===== config.mk =====
export PLATFORM = sky130hd
export DESIGN_NAME = port_uart_bridge
export DESIGN_NICKNAME = d
export VERILOG_FILES = /design/src/rtl/port_uart_bridge.sv
export SDC_FILE = /design/constraint.sdc
export NUM_CORES = 1
export LEC_CHECK = 0
export CAP_MARGIN = 20
export CORE_UTILIZATION = 40
export DETAILED_ROUTE_END_ITERATION = 8
export DONT_BUFFER_PORTS = 1
export HOLD_SLACK_MARGIN = 0.06
export PLACE_DENSITY = 0.61
export SYNTH_ARGS = -nofsm -noshare
export SYNTH_HDL_FRONTEND = slang
export SYNTH_SLANG_ARGS = --single-unit

===== constraint.sdc =====
create_clock -name clk -period 7.2 [get_ports clk]
set_input_delay 0.72 -clock clk [delete_from_list [all_inputs] [get_ports clk]]
set_output_delay 0.72 -clock clk [all_outputs]
set_load 0.02 [all_outputs]

===== src/rtl/port_uart_bridge.sv =====
// port_uart_bridge: UART link standing in for the board switches/buttons on the 8-bit I/O port.
// Ports:
//   clk        system clock, rising edge
//   reset      asynchronous active-low reset
//   uart_rx    serial in, 8N1, idle high, asynchronous to clk
//   uart_tx    serial out, 8N1, idle high
//   port_out   computer output port; each change is sent over uart_tx
//   port_in    last byte received over uart_rx
//   port_write one-cycle strobe when port_in takes a new byte
//   rx_error   one-cycle pulse on a framing error
//   tx_busy    high while a frame is being transmitted
module port_uart_bridge #(
    parameter int          CLK_DIV    = 434,
    parameter logic [7:0]  PORT_RESET = 8'h00
) (
    input  logic       clk,
    input  logic       reset,
    input  logic       uart_rx,
    output logic       uart_tx,
    input  logic [7:0] port_out,
    output logic [7:0] port_in,
    output logic       port_write,
    output logic       rx_error,
    output logic       tx_busy
);
    typedef enum logic [1:0] {IDLE, START, DATA, STOP} state_e;

    localparam logic [15:0] HALF = 16'(CLK_DIV / 2 - 1);
    localparam logic [15:0] FULL = 16'(CLK_DIV - 1);

    logic [1:0]  sync_q;
    logic        rxs;
    state_e      rx_state_q, rx_state_d, tx_state_q, tx_state_d;
    logic [15:0] rx_cnt_q, rx_cnt_d, tx_cnt_q, tx_cnt_d;
    logic [2:0]  rx_idx_q, rx_idx_d, tx_idx_q, tx_idx_d;
    logic [7:0]  rx_sh_q, rx_sh_d, tx_byte_q, tx_byte_d, shadow_q, shadow_d;
    logic [7:0]  port_in_q, port_in_d;
    logic        write_q, write_d, err_q, err_d;

    assign rxs = sync_q[1];

    always_ff @(posedge clk or negedge reset) begin
        if (!reset) begin
            sync_q     <= 2'b11;
            rx_state_q <= IDLE;
            rx_cnt_q   <= '0;
            rx_idx_q   <= '0;
            rx_sh_q    <= '0;
            port_in_q  <= PORT_RESET;
            write_q    <= 1'b0;
            err_q      <= 1'b0;
            tx_state_q <= IDLE;
            tx_cnt_q   <= '0;
            tx_idx_q   <= '0;
            tx_byte_q  <= '0;
            shadow_q   <= PORT_RESET;
        end else begin
            sync_q     <= {sync_q[0], uart_rx};
            rx_state_q <= rx_state_d;
            rx_cnt_q   <= rx_cnt_d;
            rx_idx_q   <= rx_idx_d;
            rx_sh_q    <= rx_sh_d;
            port_in_q  <= port_in_d;
            write_q    <= write_d;
            err_q      <= err_d;
            tx_state_q <= tx_state_d;
            tx_cnt_q   <= tx_cnt_d;
            tx_idx_q   <= tx_idx_d;
            tx_byte_q  <= tx_byte_d;
            shadow_q   <= shadow_d;
        end
    end

    // Receiver: start bit is re-checked at its midpoint, then every bit is sampled mid-cell.
    always_comb begin
        rx_state_d = rx_state_q;
        rx_cnt_d   = rx_cnt_q - 16'd1;
        rx_idx_d   = rx_idx_q;
        rx_sh_d    = rx_sh_q;
        port_in_d  = port_in_q;
        write_d    = 1'b0;
        err_d      = 1'b0;
        case (rx_state_q)
            IDLE: begin
                rx_cnt_d = rx_cnt_q;
                if (!rxs) begin
                    rx_state_d = START;
                    rx_cnt_d   = HALF;
                end
            end
            START: if (rx_cnt_q == 16'd0) begin
                rx_state_d = rxs ? IDLE : DATA;
                rx_cnt_d   = FULL;
                rx_idx_d   = 3'd0;
            end
            DATA: if (rx_cnt_q == 16'd0) begin
                rx_sh_d    = {rxs, rx_sh_q[7:1]};
                rx_cnt_d   = FULL;
                rx_idx_d   = rx_idx_q + 3'd1;
                rx_state_d = (rx_idx_q == 3'd7) ? STOP : DATA;
            end
            default: if (rx_cnt_q == 16'd0) begin
                rx_state_d = IDLE;
                port_in_d  = rxs ? rx_sh_q : port_in_q;
                write_d    = rxs;
                err_d      = !rxs;
            end
        endcase
    end

    // Transmitter: the shadow holds the last value sent, so changes during a frame coalesce.
    always_comb begin
        tx_state_d = tx_state_q;
        tx_cnt_d   = tx_cnt_q - 16'd1;
        tx_idx_d   = tx_idx_q;
        tx_byte_d  = tx_byte_q;
        shadow_d   = shadow_q;
        case (tx_state_q)
            IDLE: begin
                tx_cnt_d = tx_cnt_q;
                if (port_out != shadow_q) begin
                    shadow_d   = port_out;
                    tx_byte_d  = port_out;
                    tx_state_d = START;
                    tx_cnt_d   = FULL;
                    tx_idx_d   = 3'd0;
                end
            end
            START: if (tx_cnt_q == 16'd0) begin
                tx_state_d = DATA;
                tx_cnt_d   = FULL;
            end
            DATA: if (tx_cnt_q == 16'd0) begin
                tx_cnt_d   = FULL;
                tx_idx_d   = tx_idx_q + 3'd1;
                tx_state_d = (tx_idx_q == 3'd7) ? STOP : DATA;
            end
            default: if (tx_cnt_q == 16'd0) tx_state_d = IDLE;
        endcase
    end

    // Decoded straight from state so an asserted reset forces the line idle immediately.
    assign uart_tx    = (tx_state_q == START) ? 1'b0 :
                        (tx_state_q == DATA)  ? tx_byte_q[tx_idx_q] : 1'b1;
    assign tx_busy    = tx_state_q != IDLE;
    assign port_in    = port_in_q;
    assign port_write = write_q;
    assign rx_error   = err_q;
endmodule


==> results of run 1 <==
[worst paths after layout]
check	endpoint	slack (ps)	depth (start not counted)
min	sync_q[1]$_DFF_PN1_	220	0
max reg2reg	rx_sh_q[6]$_DFFE_PN0P_	4590	7
max	rx_sh_q[6]$_DFFE_PN0P_	4590	7
min in group clk	sync_q[1]$_DFF_PN1_	370	0
max in group asynchronous	tx_cnt_q[2]$_DFFE_PN0P_	6120	1
min reg2reg	sync_q[1]$_DFF_PN1_	370	0
[critical path, cell delays in order, from the launching register on]
cell	delay, ps
dfrtp_1	400
inv_1	60
ha_1	180
or3b_2	480
nor3_2	300
and3_1	260
and2_1	410
mux2_2	390
[metal layers]
layer / part of all wire (%) / vias up / track usage (%)
li1: - / 1289 / -
met1: 49 / 1302 / 21.7
met2: 46 / 45 / 24.6
met3: 4.2 / 8 / 5.08
met4: 0.98 / 0 / 5.40
met5: 0 / - / 0
[per-stage QoR]
| step | instances | util (%) | area (sq um) | total power [mW] |
|---|---|---|---|---|
| after floorplan | 351 | - | 3700 | 0.801 |
| after global placement | 447 | 42.7 | 3780 | 0.856 |
| after detailed placement | 447 | 42.7 | 3780 | 0.863 |
| after CTS | 464 | 45.4 | 4020 | 1.21 |
| after global routing | 464 | 45.4 | 4020 | 1.27 |
| final | 464 | 45.4 | 4020 | 1.20 |
[sequential cells by signal, summed over array words and instances (netlist names)]
name        count
tx_cnt_q       16
tx_state_q      2
rx_error        1
rx_cnt_q       16
sync_q          2
rx_sh_q         8
rx_state_q      2
rx_idx_q        3
port_write      1
port_in         8
shadow_q        8
tx_idx_q        3
[report_power, final]
| part | total, mW | internal (mW) | switching, mW |
|---|---|---|---|
| Clock | 0.331 | 0.191 | 0.139 |
| Combinational | 0.336 | 0.155 | 0.181 |
| Sequential | 0.533 | 0.460 | 0.0729 |
[layout by cell type, fill, tap and decap left out, drive strengths merged, types with 3 or more instances in the layout]
cell type and count:
or3 6, nor3 9, o311ai 7, nor4 6, a22o 3, xnor2 4
and3 5, inv 11, a21oi 15, clkbuf 10, nand3 14, nand2b 3
nand2 27, nor2 34, o2bb2ai 3, or4 6, ha 15, xor2 12
nand4 4, dfrtp 68, nor3b 5, mux2 28, a211oi 3, clkinv 3
o22ai 4, o21ai 15
[repair_timing]
action / 4_1_cts / 5_1_grt
hold endpoints to repair: 62 / 0
resized for setup: 0 / 0
hold buffers: 2 / 0
[cell families after synthesis]
kind of cell / count (synthesis) / synth area share, %
and+or+nand+nor: 129 / 18.8
muxes: 32 / 10.3
buffers and inverters: 23 / 2.67
AOI/OAI and AO/OA: 66 / 12.0
DFF: 70 / 47.4
adders and majority gates: 15 / 5.07
xor gates and xnor gates: 16 / 3.79
[layout make-up]
class	count	area (sq um)
clock buffer	10	128
clock inverter	5	75.1
fill	830	4830
inverter	11	41.3
multi-input combinational	258	1850
sequential	70	1750
tap	108	135
timing repair buffer	2	37.5
==> results_dict.tcl, run 1 <==
set metrics [dict create \
    drt_first_pass_iters 9 \
    startpoint "rx_cnt_q[0]$_DFFE_PN0N_" \
    grt.total_usage_pct 16.1 \
    cts_tree "yes" \
    max_freq_ghz 0.383 \
    power_leakage_nw 1.76 \
    htree_levels 3 \
    synth_ff_type "dfrtp_1" \
    async_flop_share_pct 100 \
    clkLatencyLatePin_ps 340 \
    core_sq_um 8850 \
    maxCapViolCount 0 \
    clk_path_buf_depth 2 \
    post-route-drc-count 1 \
    synth.most_common_cell "dfrtp_1" \
    failed_checks "design-rule violations" \
    hold_violations 0 \
    synth_edf_count 0 \
    path_clk_slew_ps 70 \
    finalSetupTns_ps 0 \
    synthDistinctLibCells 57 \
    worstPathArrival_ps 2830 \
    ir_drop_mv 0.249 \
    synth_top_area_share_pct 46.0 \
    dpl.hpwl_um 4750 \
    hold_slack_ps 219 \
    finalClockSkew_ps 7.77 \
    crit_path_end_kind "flop" \
    finalWeightedCongestion 0.798 \
    setup_viol 0 \
    syn_to_final_growth_pct 8.59 \
    pin_count 23 \
    drtIter0Drc 91 \
    cellPowerDensity_nw_per_um2 299 \
    fin_crit_ps 2610 \
    rows 34 \
    post_cts_buffers 0 \
    dieArea_sq_um 9640 \
    grt_max_degree 63 \
    overflow 0 \
    numCtsBuffers 9 \
    cts-root-buf "clkbuf_8" \
    slew_viol_final 0 \
    required_ps 7420 \
    tightestPinTransition_ps 712 \
    ys_seq_area_share_pct 47.4 \
    path_max_fanout 11 \
    slew_headroom_pct 52.4 \
    syn_nets 377 \
    syn_area_sq_um 3700 \
    synthCells 351 \
    ys_warn_count 0 \
    vias 2644 \
    antenna_found_initial 0 \
    insertedDiodeCount 0 \
    start_util_pct 41.8 \
    ant_nets 0 \
    grt_pass1_wl_um 12400 \
    io_buffers 0 \
    die_h_um 98.2 \
    die_width_um 98.2 \
    setup_ws_ps 4590 \
    crit_type "flop to flop" \
    place_ws_ps 4600 \
    grt_pass1_vias 2605 \
    min_path_type "primary input to async pin" \
    synth_common_cells "dfrtp_1 (68), nor2_1 (33), mux2_2 (28)" \
    ys_ff_latch 70 \
    vias_per_cell 5.70 \
    clock_sinks 70 \
    r2r_start "rx_cnt_q[0]$_DFFE_PN0N_" \
    nNetsFinal 378 \
    yosysTopAreaCell "dfrtp_1" \
    wl_per_cell_um 15.5 \
    ys_top_cells_by_area "dfrtp_1 (46%), mux2_2 (8.5%), ha_1 (5.1%)" \
    rsz0062_at_grt "false" \
    final.period_utilization_pct 36.2 \
    drive_gt1_share_pct 17.1 \
    status "finished, violations left" \
    worstSetupStartpointType "flop" \
    postSynthAreaPerCell_sq_um 10.5 \
    postRouteWirelength_um 7180 \
]
No activity file was read; power rests on OpenSTA's default activity.
==> run 2, diff against run 1 <==
- PLACE_DENSITY: 0.61 -> 0.63
- clock period: 7.2 -> 2.1 ns (I/O delays scaled with it)
==> results_dict.tcl, run 2 (same netlist as run 1, synthesis figures left out) <==
set metrics [dict create \
    drive_gt1_share_pct 30.7 \
    final.period_utilization_pct 101 \
    maxCapViolCount 0 \
    htree_levels 3 \
    nNetsFinal 431 \
    dp_cells 484 \
    min_path_type "flop to flop" \
    slew_viol_final 0 \
    final_util_pct 52.5 \
    numCtsBuffers 9 \
    post-route-drc-count 0 \
    core_sq_um 8850 \
    routed-wl-met2_um 3880 \
    top_layer "met4" \
    dieArea_sq_um 9640 \
    slew_headroom_pct 61.2 \
    io_buffers 0 \
    critPathSlowestCell "or4_4" \
    antenna_found_initial 0 \
    clock_sinks 70 \
    syn_to_final_growth_pct 25.5 \
    start_util_pct 41.8 \
    instances_no_fill 518 \
    finalClockSkew_ps 8.14 \
    cellPowerDensity_nw_per_um2 960 \
    hold_slack_ps 358 \
    dpl.hpwl_um 5220 \
    wl_met1_um 3620 \
    overflow 0 \
    clkLatencyLatePin_ps 350 \
    cts-root-buf "clkbuf_8" \
    vias_per_cell 5.61 \
    cts_tree "yes" \
    status "finished, violations left" \
    path_buf_inv 0 \
    crit_type "flop to flop" \
    dpl_cell_area_sq_um 4080 \
    fin_crit_ps 2120 \
    setup_ws_ps -19.6 \
    crit_path_end_kind "flop" \
    worstSetupStartpointType "flop" \
    die_h_um 98.2 \
    die_width_um 98.2 \
    drt_first_pass_iters 8 \
    rows 34 \
    ant_nets 0 \
    final_cell_mix "dfrtp_1 (68), buf_4 (39), nor2_1 (27), nand2_1 (27), mux2_2 (20)" \
    finalWeightedCongestion 0.840 \
    failed_checks "negative setup slack" \
    wl_per_cell_um 15.2 \
    grt_pass1_vias 2896 \
    rsz0062_at_grt "true" \
    path_clk_slew_ps 80 \
    path_delay_family "simple AND/OR/NAND/NOR gates" \
    postRouteWirelength_um 7870 \
    slowest_delay_ps 570 \
    grt.total_usage_pct 17.2 \
    fin_area_sq_um 4640 \
    hold_violations 0 \
    drtIter0Drc 109 \
    worstPathArrival_ps 2360 \
    path_cells "or4_4 > nor3_4 > nand3_2 > nor2_4 > mux2_2" \
    grt_max_degree 71 \
    tightestPinTransition_ps 578 \
    grt_pass1_wl_um 13500 \
    top_regs "rx_cnt_q (16), tx_cnt_q (16)" \
    place_ws_ps -57.1 \
    path_max_fanout 8 \
    insertedDiodeCount 0 \
    required_ps 2340 \
    clk_path_buf_depth 2 \
    route.met3.wl_um 241 \
    max_freq_ghz 0.472 \
    vias 2908 \
    pin_count 23 \
    final_common_cell "dfrtp_1" \
    ir_drop_mv 0.696 \
    setup_viol 13 \
    power_leakage_nw 2.05 \
]
==> run 2: changes by cell type in the layout (fill, tap and decap cells not counted), moves of 3 or more <==
cell,previous run,this run
clkinv_4,0,3
buf_4,0,39
clkinv_2,3,0
dlygate4sd3_1,1,10
buf_6,0,4
mux2_2,28,20
nor2_4,0,5
nor2_1,33,27
mux2_4,0,8
==> run 2: repair_timing <==
item | CTS | global route
gates cloned | 1 | 0
pin swaps | 3 | 7
setup endpoints to repair | 20 | 41
hold endpoints to repair | 79 | 0
resized for setup | 5 | 34
buffers inserted | 2 | 4
hold buffers | 11 | 0
==> run 2: worst paths after layout <==
path	cells after the start	slack (ps)	to	start
setup / recovery	5	-20	port_in[4]$_DFFE_PN0P_	rx_cnt_q[9]$_DFFE_PN0N_
hold / removal	0	360	sync_q[1]$_DFF_PN1_	sync_q[0]$_DFF_PN1_
setup reg to reg	5	-20	port_in[4]$_DFFE_PN0P_	rx_cnt_q[9]$_DFFE_PN0N_
hold reg to reg	0	360	sync_q[1]$_DFF_PN1_	sync_q[0]$_DFF_PN1_
max in group asynchronous	2	1380	sync_q[1]$_DFF_PN1_	reset
min in group asynchronous	2	400	rx_error$_DFF_PN0_	reset
==> run 2: report_power, final <==
part           leakage (nW)  internal (mW)  switching, mW
combinational          1.02          0.702          0.712
sequential            0.909           1.58          0.227
clock                 0.116          0.687          0.555
total                  2.05           2.97           1.49
==> run 2: cell type report <==
class                      count  area [sq um]
clock inverter                 7           106
inverter                      11          41.3
fill                         770          4210
tap                          108           135
clock buffer                   9           124
timing repair buffer          54           465
multi-input combinational    259          2020
sequential                    70          1750
==> run 2: layer usage <==
metal  track usage [%]  vias up
met5                 0        -
met4              5.17        0
met3              3.94       16
met2              28.6       57
met1              22.4     1439
li1                  -     1396
==> run 2: worst register-to-register path, cell delays in order (launching register included) <==
cell and delay, ps:
dfrtp_1 390, or4_4 570, nor3_4 260, nand3_2 140, nor2_4 280, mux2_2 380
==> run 2: through the flow <==
| step | setup TNS (ps) | power [mW] |
|---|---|---|
| after floorplan | -436 | 2.75 |
| after global placement | 0 | 3.09 |
| after detailed placement | -666 | 3.14 |
| after CTS | 0 | 4.47 |
| after global routing | -2800 | 4.74 |
| final | -140 | 4.46 |
==> run 3, diff against run 2 <==
- PLACE_DENSITY: 0.63 -> 0.64
- TNS_END_PERCENT: not set -> 1
==> results_dict.tcl, run 3 (same netlist as run 1, synthesis figures left out) <==
set metrics [dict create \
    status "finished, violations left" \
    failed_checks "negative setup slack" \
    path_max_fanout 5 \
    dp_cells 490 \
    slew_viol_final 0 \
    slew_headroom_pct 68.6 \
    finalWeightedCongestion 0.807 \
    insertedDiodeCount 0 \
    syn_to_final_growth_pct 24.2 \
    multi_input_area_sq_um 1950 \
    tightestPinTransition_ps 473 \
    holdCritStartpoint "sync_q[0]$_DFF_PN1_" \
    setup_viol 5 \
    r2r_start "rx_cnt_q[0]$_DFFE_PN0N_" \
    core_sq_um 8850 \
    top_regs "rx_cnt_q (16), tx_cnt_q (16)" \
    crit_path_end_kind "flop" \
    grt.total_usage_pct 17.6 \
    ant_nets 0 \
    fin_crit_ps 2120 \
    worstPathArrival_ps 2370 \
    final_cell_mix "dfrtp_1 (68), buf_4 (44), nor2_1 (32), nand2_1 (27), mux2_2 (23)" \
    clock_sinks 70 \
    instances_no_fill 522 \
    path_clk_slew_ps 90 \
    hold_slack_ps 359 \
    rsz0062_at_grt "true" \
    die_h_um 98.2 \
    vias 2911 \
    crit_type "flop to flop" \
    final_common_cell "dfrtp_1" \
    hold_violations 0 \
    cts_tree "yes" \
    finalClockSkew_ps 11.7 \
    min_path_type "flop to flop" \
    seqCellArea_sq_um 1750 \
    rows 34 \
    grt_pass1_vias 2967 \
    io_buffers 0 \
    dpl.hpwl_um 5320 \
    cts-root-buf "clkbuf_8" \
    dieArea_sq_um 9640 \
    required_ps 2350 \
    vias_per_cell 5.58 \
    post-route-drc-count 0 \
    grt_max_degree 71 \
    clkLatencyLatePin_ps 350 \
    final.period_utilization_pct 101 \
    setup_ws_ps -19.5 \
    postRouteWirelength_um 7920 \
    ir_drop_mv 0.607 \
    drtIter0Drc 133 \
    drive_gt1_share_pct 30.2 \
    antenna_found_initial 0 \
    power_leakage_nw 2.04 \
    clk_path_buf_depth 2 \
    cellPowerDensity_nw_per_um2 952 \
    max_freq_ghz 0.472 \
    pin_count 23 \
    htree_levels 3 \
    grt_pass1_wl_um 13600 \
    n_fill_cell 779 \
    drt_first_pass_iters 6 \
    startpoint "rx_cnt_q[0]$_DFFE_PN0N_" \
    maxCapViolCount 0 \
    worstSetupStartpointType "flop" \
    start_util_pct 41.8 \
    wl_per_cell_um 15.2 \
    numCtsBuffers 9 \
    nNetsFinal 435 \
    die_width_um 98.2 \
    overflow 0 \
]
## run 3: power by group
part	internal [mW]	switching, mW
Clock	0.562	0.566
Sequential	1.58	0.228
Combinational	0.717	0.720
Total	2.86	1.51
## run 3: path summary, 6_finish.rpt
path                            slack, ps                      end  depth (start not counted)
worst min register to register        360      sync_q[1]$_DFF_PN1_                          0
max in group asynchronous            1370      sync_q[1]$_DFF_PN1_                          2
worst max register to register        -20   port_in[2]$_DFFE_PN0P_                          9
worst max-delay path                  -20   port_in[2]$_DFFE_PN0P_                          9
min in group asynchronous             410  rx_cnt_q[5]$_DFFE_PN0N_                          2
worst min-delay path                  360      sync_q[1]$_DFF_PN1_                          0
## run 3: final cells by class
class	count	share of cell area, %
clock buffers	9	2.70
clock inverters	7	1.77
inverters	11	0.899
multi-input cells	258	42.4
flip-flops and latches	70	38.2
well taps	108	2.94
repair buffers	59	11.1
## run 3: stage by stage
| step | TNS, ps | setup slack, ps | total power, mW | cell area [sq um] | util [%] |
|---|---|---|---|---|---|
| 2_1_floorplan | -657 | -90.2 | 2.75 | 3720 | - |
| 3_3_place_gp | 0 | 4.10 | 3.13 | 4140 | 46.8 |
| 3_5_place_dp | -337 | -34.5 | 3.18 | 4140 | 46.8 |
| 4_1_cts | 0 | 7.09 | 4.38 | 4480 | 50.6 |
| 5_1_grt | -1950 | -120 | 4.67 | 4590 | 51.9 |
| 6_report | -60.5 | -19.5 | 4.37 | 4590 | 51.9 |
## run 3: worst max-delay path, cell delays in order, from the launching register on
cell and delay [ps]:
dfrtp_1 380, inv_1 60, ha_2 160, or3b_4 390
nor3_4 220, buf_6 150, nand3_4 70, nor2_4 130
buf_6 130, mux2_2 320
## run 3: metal layers
| layer | wire length [um] | vias to the layer above | part of all wire (%) | track usage [%] |
|---|---|---|---|---|
| li1 | - | 1404 | - | - |
| met1 | 3490 | 1430 | 44 | 22.0 |
| met2 | 4030 | 67 | 51 | 29.6 |
| met3 | 311 | 10 | 3.9 | 4.94 |
| met4 | 89 | 0 | 1.1 | 5.40 |
| met5 | 0 | - | 0 | 0 |
## run 3: what timing repair did
| item | in CTS | in global routing |
|---|---|---|
| resized for setup | 0 | 27 |
| pin swaps | 1 | 6 |
| hold buffers | 11 | 0 |
| setup buffers | 0 | 6 |
| endpoints found under the hold margin | 79 | 0 |
| endpoints found under the setup margin | 16 | 52 |
